**src/rtl/x_stage_collector.sv**
```systemverilog
// Serialises the X-stage's four lane FIFOs, in strict round-robin order, into one framed output stream of N words.
// Optional build macro COLLECTOR_MOD_REDUCE_EN folds coefficients in [Q,2Q) back into [0,Q) before the output register.
module x_stage_collector #(
  parameter int              N  = 1024,
  parameter logic [63:0]     Q  = 64'd3221225473,
  parameter int              DW = 65
) (
  input  logic          clk,
  input  logic          reset,
  input  logic          ap_start,
  output logic          ap_ready,
  output logic          ap_done,
  output logic          ap_idle,
  input  logic [DW-1:0] in_streams_0_dout,
  input  logic          in_streams_0_empty_n,
  output logic          in_streams_0_read,
  input  logic [DW-1:0] in_streams_1_dout,
  input  logic          in_streams_1_empty_n,
  output logic          in_streams_1_read,
  input  logic [DW-1:0] in_streams_2_dout,
  input  logic          in_streams_2_empty_n,
  output logic          in_streams_2_read,
  input  logic [DW-1:0] in_streams_3_dout,
  input  logic          in_streams_3_empty_n,
  output logic          in_streams_3_read,
  output logic [DW-1:0] out_stream_din,
  input  logic          out_stream_full_n,
  output logic          out_stream_write,
  output logic          frame_err
);

  localparam int CW = $clog2(N + 1);
`ifdef COLLECTOR_MOD_REDUCE_EN
  localparam bit REDUCE = 1'b1;
`else
  localparam bit REDUCE = 1'b0;
`endif

  typedef enum logic [1:0] {S_IDLE, S_RUN, S_DONE} state_t;

  state_t        state, state_next;
  logic [1:0]    lane, lane_next;
  logic [CW-1:0] count, count_next;
  logic          out_valid, out_valid_next;
  logic [DW-1:0] out_data, out_data_next;
  logic          frame_err_next;

  logic [DW-1:0] lane_dout [4];
  logic [3:0]    lane_empty_n;
  logic [3:0]    lane_read;
  logic [DW-1:0] head;
  logic [DW-2:0] coef;
  logic          last_word, frame_full, transfer, pop;

  always_comb begin
    lane_dout[0] = in_streams_0_dout;
    lane_dout[1] = in_streams_1_dout;
    lane_dout[2] = in_streams_2_dout;
    lane_dout[3] = in_streams_3_dout;
  end

  assign lane_empty_n = {in_streams_3_empty_n, in_streams_2_empty_n,
                         in_streams_1_empty_n, in_streams_0_empty_n};
  assign {in_streams_3_read, in_streams_2_read,
          in_streams_1_read, in_streams_0_read} = lane_read;

  assign head       = lane_dout[lane];
  assign coef       = (REDUCE && head[DW-2:0] >= Q) ? head[DW-2:0] - Q : head[DW-2:0];
  assign last_word  = (count == CW'(N - 1));
  assign frame_full = (count == CW'(N));
  assign transfer   = out_valid && out_stream_full_n;
  // The output register may reload in the same cycle it drains, giving one word per cycle.
  assign pop        = (state == S_RUN) && !frame_full && lane_empty_n[lane] &&
                      (!out_valid || out_stream_full_n);

  assign out_stream_din   = out_data;
  assign out_stream_write = out_valid;

  // NOTE: every signal gets a default before the case so no path leaves it unassigned (no latch).
  always_comb begin
    state_next     = state;
    lane_next      = lane;
    count_next     = count;
    out_valid_next = out_valid;
    out_data_next  = out_data;
    frame_err_next = frame_err;
    lane_read      = '0;
    ap_ready       = 1'b0;
    ap_done        = 1'b0;
    ap_idle        = 1'b0;
    unique case (state)
      S_IDLE: begin
        ap_idle = 1'b1;
        if (ap_start) begin
          ap_ready       = 1'b1;
          state_next     = S_RUN;
          lane_next      = '0;
          count_next     = '0;
          out_valid_next = 1'b0;
          frame_err_next = 1'b0;
        end
      end
      S_RUN: begin
        if (transfer) out_valid_next = 1'b0;
        if (pop) begin
          lane_read[lane] = 1'b1;
          out_valid_next  = 1'b1;
          out_data_next   = {last_word, coef};
          lane_next       = lane + 2'd1;
          count_next      = count + CW'(1);
          // The incoming end-of-frame flag must agree with our own word count.
          if (head[DW-1] != last_word) frame_err_next = 1'b1;
        end
        if (frame_full && transfer) state_next = S_DONE;
      end
      S_DONE: begin
        ap_done    = 1'b1;
        state_next = S_IDLE;
      end
      default: state_next = S_IDLE;
    endcase
  end

  // NOTE: state registers use non-blocking assignments so all flops update together at the edge.
  always_ff @(posedge clk or posedge reset) begin
    if (reset) begin
      state     <= S_IDLE;
      lane      <= '0;
      count     <= '0;
      out_valid <= 1'b0;
      out_data  <= '0;
      frame_err <= 1'b0;
    end else begin
      state     <= state_next;
      lane      <= lane_next;
      count     <= count_next;
      out_valid <= out_valid_next;
      out_data  <= out_data_next;
      frame_err <= frame_err_next;
    end
  end

endmodule

```
**config.mk**
```make
export PLATFORM = sky130hd
export DESIGN_NAME = x_stage_collector
export DESIGN_NICKNAME = d
export VERILOG_FILES = /design/src/rtl/x_stage_collector.sv
export SDC_FILE = /design/constraint.sdc
export NUM_CORES = 1
export LEC_CHECK = 0
export ABC_CLOCK_PERIOD_IN_PS = 3650
export CAP_MARGIN = 5
export CORE_AREA = 4 4 129 131
export CTS_CLUSTER_DIAMETER = 40
export DETAILED_ROUTE_END_ITERATION = 12
export DIE_AREA = 0 0 133 135
export HOLD_SLACK_MARGIN = 0.02
export PLACE_DENSITY = 0.82
export SLEW_MARGIN = 20
export SYNTH_ARGS = -nofsm -noshare
export SYNTH_HDL_FRONTEND = slang
export SYNTH_SLANG_ARGS = --single-unit
export TNS_END_PERCENT = 30
```
**constraint.sdc**
```tcl
create_clock -name clk -period 3.65 [get_ports clk]
set_input_delay 0.5475 -clock clk [delete_from_list [all_inputs] [get_ports clk]]
set_output_delay 0.5475 -clock clk [all_outputs]
set_load 0.02 [all_outputs]
```
==> summary.md <==
| Metric | Value |
|---|---|
| Highest Clock Rate | 332.2 MHz |
| CTS tree | done |
| Worst hold slack | 484.4 ps |
| CTS Hold Buffers Added | 0 |
| Port bufs | 341 |
| Area after DPL | 8623 um^2 |
| Final Hold Fails | 0 |
| Multi-input logic area | 2778 um^2 |
| Die Ht | 135 um |
| First-pass iteration count of the detailed router | 4 |
| Clock transition at path regs | 60 ps |
| CP max FO | 7 |
| Drt drc | 0 |
| Critical path's slowest cell | clkdlybuf4s50_1 |
| Slew @ Worst Pin | 803.6 ps |
| CTS H-tree depth | 3 |
| FF-to-FF End | out_stream_din[13]$_DFFE_PP0P_ |
| # rows | 46 |
| CTS Buf Count | 9 |
| Gate Count Post-Synth | 320 |
| ANT cells | 0 |
| Ys Warns | 0 |
| Dpl ws | 638.7 ps |
| Nets | 927 |
| Yosys cell types | 33 |
| Status | completed |
| Final Core Density | 57.34% |
| Sequential element share of the synthesized area | 41.13% |
| Final Max Slew Viols | 0 |
| Crit path max-delay family | buffers and inverters |
| Initial core utilization | 31.98% |
| R2R Setup Slk | roughly 1400 ps |
| Mux contribution to synthesized area | 46.15% |
| Critical path data required time | 3100 ps |
| Main combinational cell family by area after synthesis | multiplexers |
| Period utilization | 82.47% |
| Compound-Gate Fraction of Synth Area | under 10% |
| Register-to-Register Path Depth | 5 |
| CP startpoint | in_streams_3_empty_n |
| Crit path to | in_streams_1_read |
| Grt total ovfl | 0 |
| Overall routing resource usage | 19.39% |
| Post-route cell area | 8944 um^2 |
| Core area | 15600 um^2 |
| Hold WC Path Type | reg -> reg |
| Die Footprint | 17960 um^2 |
| CP bufs+invs | 2 |
| Clock skew | 7.104 ps |
| Largest net degree at the start of global routing | 69 |
| Post-route ant nets | 0 |
| Power Density | 719.9 nW/um^2 |
| Wire length per cell | 20.31 um |
| WP depth | 5 |
| CTS resizes | 0 |
| CTS Buffer Depth | 2 |
| Max-cap viol count | 0 |
| Max IR drop VDD | 0.0004469 V |
| Worst slew margin | 46.43% |
| Setup violators final | 0 |
| CP Cell Sequence | clkdlybuf4s50_1 > mux4_2 > and3_1 > and3_1 > clkdlybuf4s50_1 |
| Detailed Place HPWL | 14660 um |
| Via count | approximately 4400 |
| Synthesized area | between 4000 and 5000 um^2 |
| Post-Syn Nets | 594 |
| Share of cells above drive strength 1 | 24.01% |
| R2R Path Start | lane[0]$_DFFE_PP0P_ |
| Post-Synth Simple-Gate Area | 4.866% |
| Unrepaired setup endpoints after global routing | no |
| Fill count | 1265 |
| Critical path's largest stage delay | 530 ps |
| Clk_lat worst skew | between 300 and 400 ps |
| Die width | 133 um |
| Finished Layout Cells | 874 |
| Setup crit end kind | output port |
| Setup TNS | 0 ps |
| Xor and xnor fraction of the mapped netlist area | 0.1756% |
| # placed instances | about 860 |
| Tmin final | 3010 ps |
| Critical Path AT | around 2500 ps |
| First-pass GRT wire length | around 27000 um |
| CTS Root Cell | clkbuf_16 |
| # IOs | 342 |
| DR iter-0 viols | a little under 200 |
| GP Congestion | 0.8872 |
| Vias in the first global route | 5026 |
| Yosys reg bits | 82 |
| Syn_area_per_cell | ~16 um^2 |
| Setup crit start kind | input pin |
| Setup CP Type | in -> out |
| Total wire length | 17760 um |
| Total chip power | between 6 and 7 mW |
| Worst Setup Slack, final | between 600 and 700 ps |
| Antenna violations before repair | 0 |
| Adder-Cell Fraction of Synth Area | 1.505% |
| Sequential cell area | between 2000 and 2500 um^2 |
| Leakage power | about 3.4 nW |
| Postcts setup bufs | 0 |
| Clock sinks | 82 |
| Vias per cell | 5.024 |
| Synthesis-to-layout area growth | 79.28% |
cell type report:
class,instances,area share (%)
inverters,9,0.3917
clock buffers,11,2.714
multi-input cells,204,31.06
clock inverters,5,0.8674
repair buffers,347,38.95
well taps,216,3.022
flip-flops and latches,82,23.00
synth_stat cells, drive strengths merged:
master  instances  area [um^2]
a21oi           3        15.01
a32o            1        10.01
and3            5        31.28
and4            2        17.52
buf            14        88.84
clkbuf         11        41.29
dfrtp          82         2052
ha              6        75.07
inv             9        33.78
mux2           65        795.8
mux2i           2        20.02
mux4           66         1486
nand2          11        41.29
nand2b          1        6.260
nand3           7        40.04
nand4           3        18.77
nor2            2        10.01
nor2b           2        12.51
nor3            2        10.01
nor4            3        18.77
o211ai          4        30.03
o21ai           4        20.02
o311ai          1        8.760
o31ai           8        60.06
or2             1        6.260
or4             4        30.03
xnor2           1        8.760
per-layer routing:
metal / share of wire [%] / wire length [um] / global-route usage, % / vias up
met1: 35 / 6240 / 21.19 / 2179
met4: 2.3 / 401 / 7.506 / 0
met5: 0 / 0 / 0 / -
met2: 55 / 9801 / 35.98 / 223
li1: - / - / - / 1961
met3: 7.4 / 1312 / 4.993 / 28
registers in the layout (all words and copies together), names as in the netlist:
register / flops
out_stream_din: 65
count: 11
lane: 2
state: 2
frame_err: 1
out_stream_write: 1
cell families after synthesis:
kind of cell | Yosys count
xor gates and xnor gates | 1
muxes | 133
buffers and inverters | 34
AOI/OAI and AO/OA | 21
and+or+nand+nor | 43
DFF | 82
adders and majority gates | 6
worst min-delay path by stage:
stage | to | from | slack [ps] | cells after the start
2_1_floorplan | count[8]$_DFFE_PP0P_ | count[8]$_DFFE_PP0P_ | 490 | 1
3_3_place_gp | frame_err$_DFFE_PP0P_ | frame_err$_DFFE_PP0P_ | 480 | 2
3_5_place_dp | frame_err$_DFFE_PP0P_ | frame_err$_DFFE_PP0P_ | 470 | 2
4_1_cts | frame_err$_DFFE_PP0P_ | frame_err$_DFFE_PP0P_ | 490 | 2
5_1_grt | out_stream_din[36]$_DFFE_PP0P_ | out_stream_din[36]$_DFFE_PP0P_ | 510 | 1
6_report | frame_err$_DFFE_PP0P_ | frame_err$_DFFE_PP0P_ | 480 | 2
cells in the final DEF, fill, tap and decap left out, types with 4 or more instances in the layout:
cell	n
o21ai_0	4
mux2_4	17
or4_1	4
nand3_1	6
clkdlybuf4s50_1	341
dfrtp_1	80
ha_1	6
clkbuf_16	9
mux4_2	66
nand2_1	11
o211ai_1	4
and3_1	5
inv_1	8
buf_4	4
o31ai_1	8
mux2_2	48
power by group:
part / leakage, nW / internal, mW / switching, mW
Clock: 0.156 / 0.615 / 0.354
Sequential: 0.982 / 1.34 / 0.251
Combinational: 2.28 / 2.18 / 1.70
Total: 3.41 / 4.14 / 2.30
worst min-delay path, stage by stage, from the launching register on:
cell,delay [ps]
dfrtp_1,340
nand2_1,40
o21ai_0,60
Note: power is estimated with default switching activity, not from simulation.
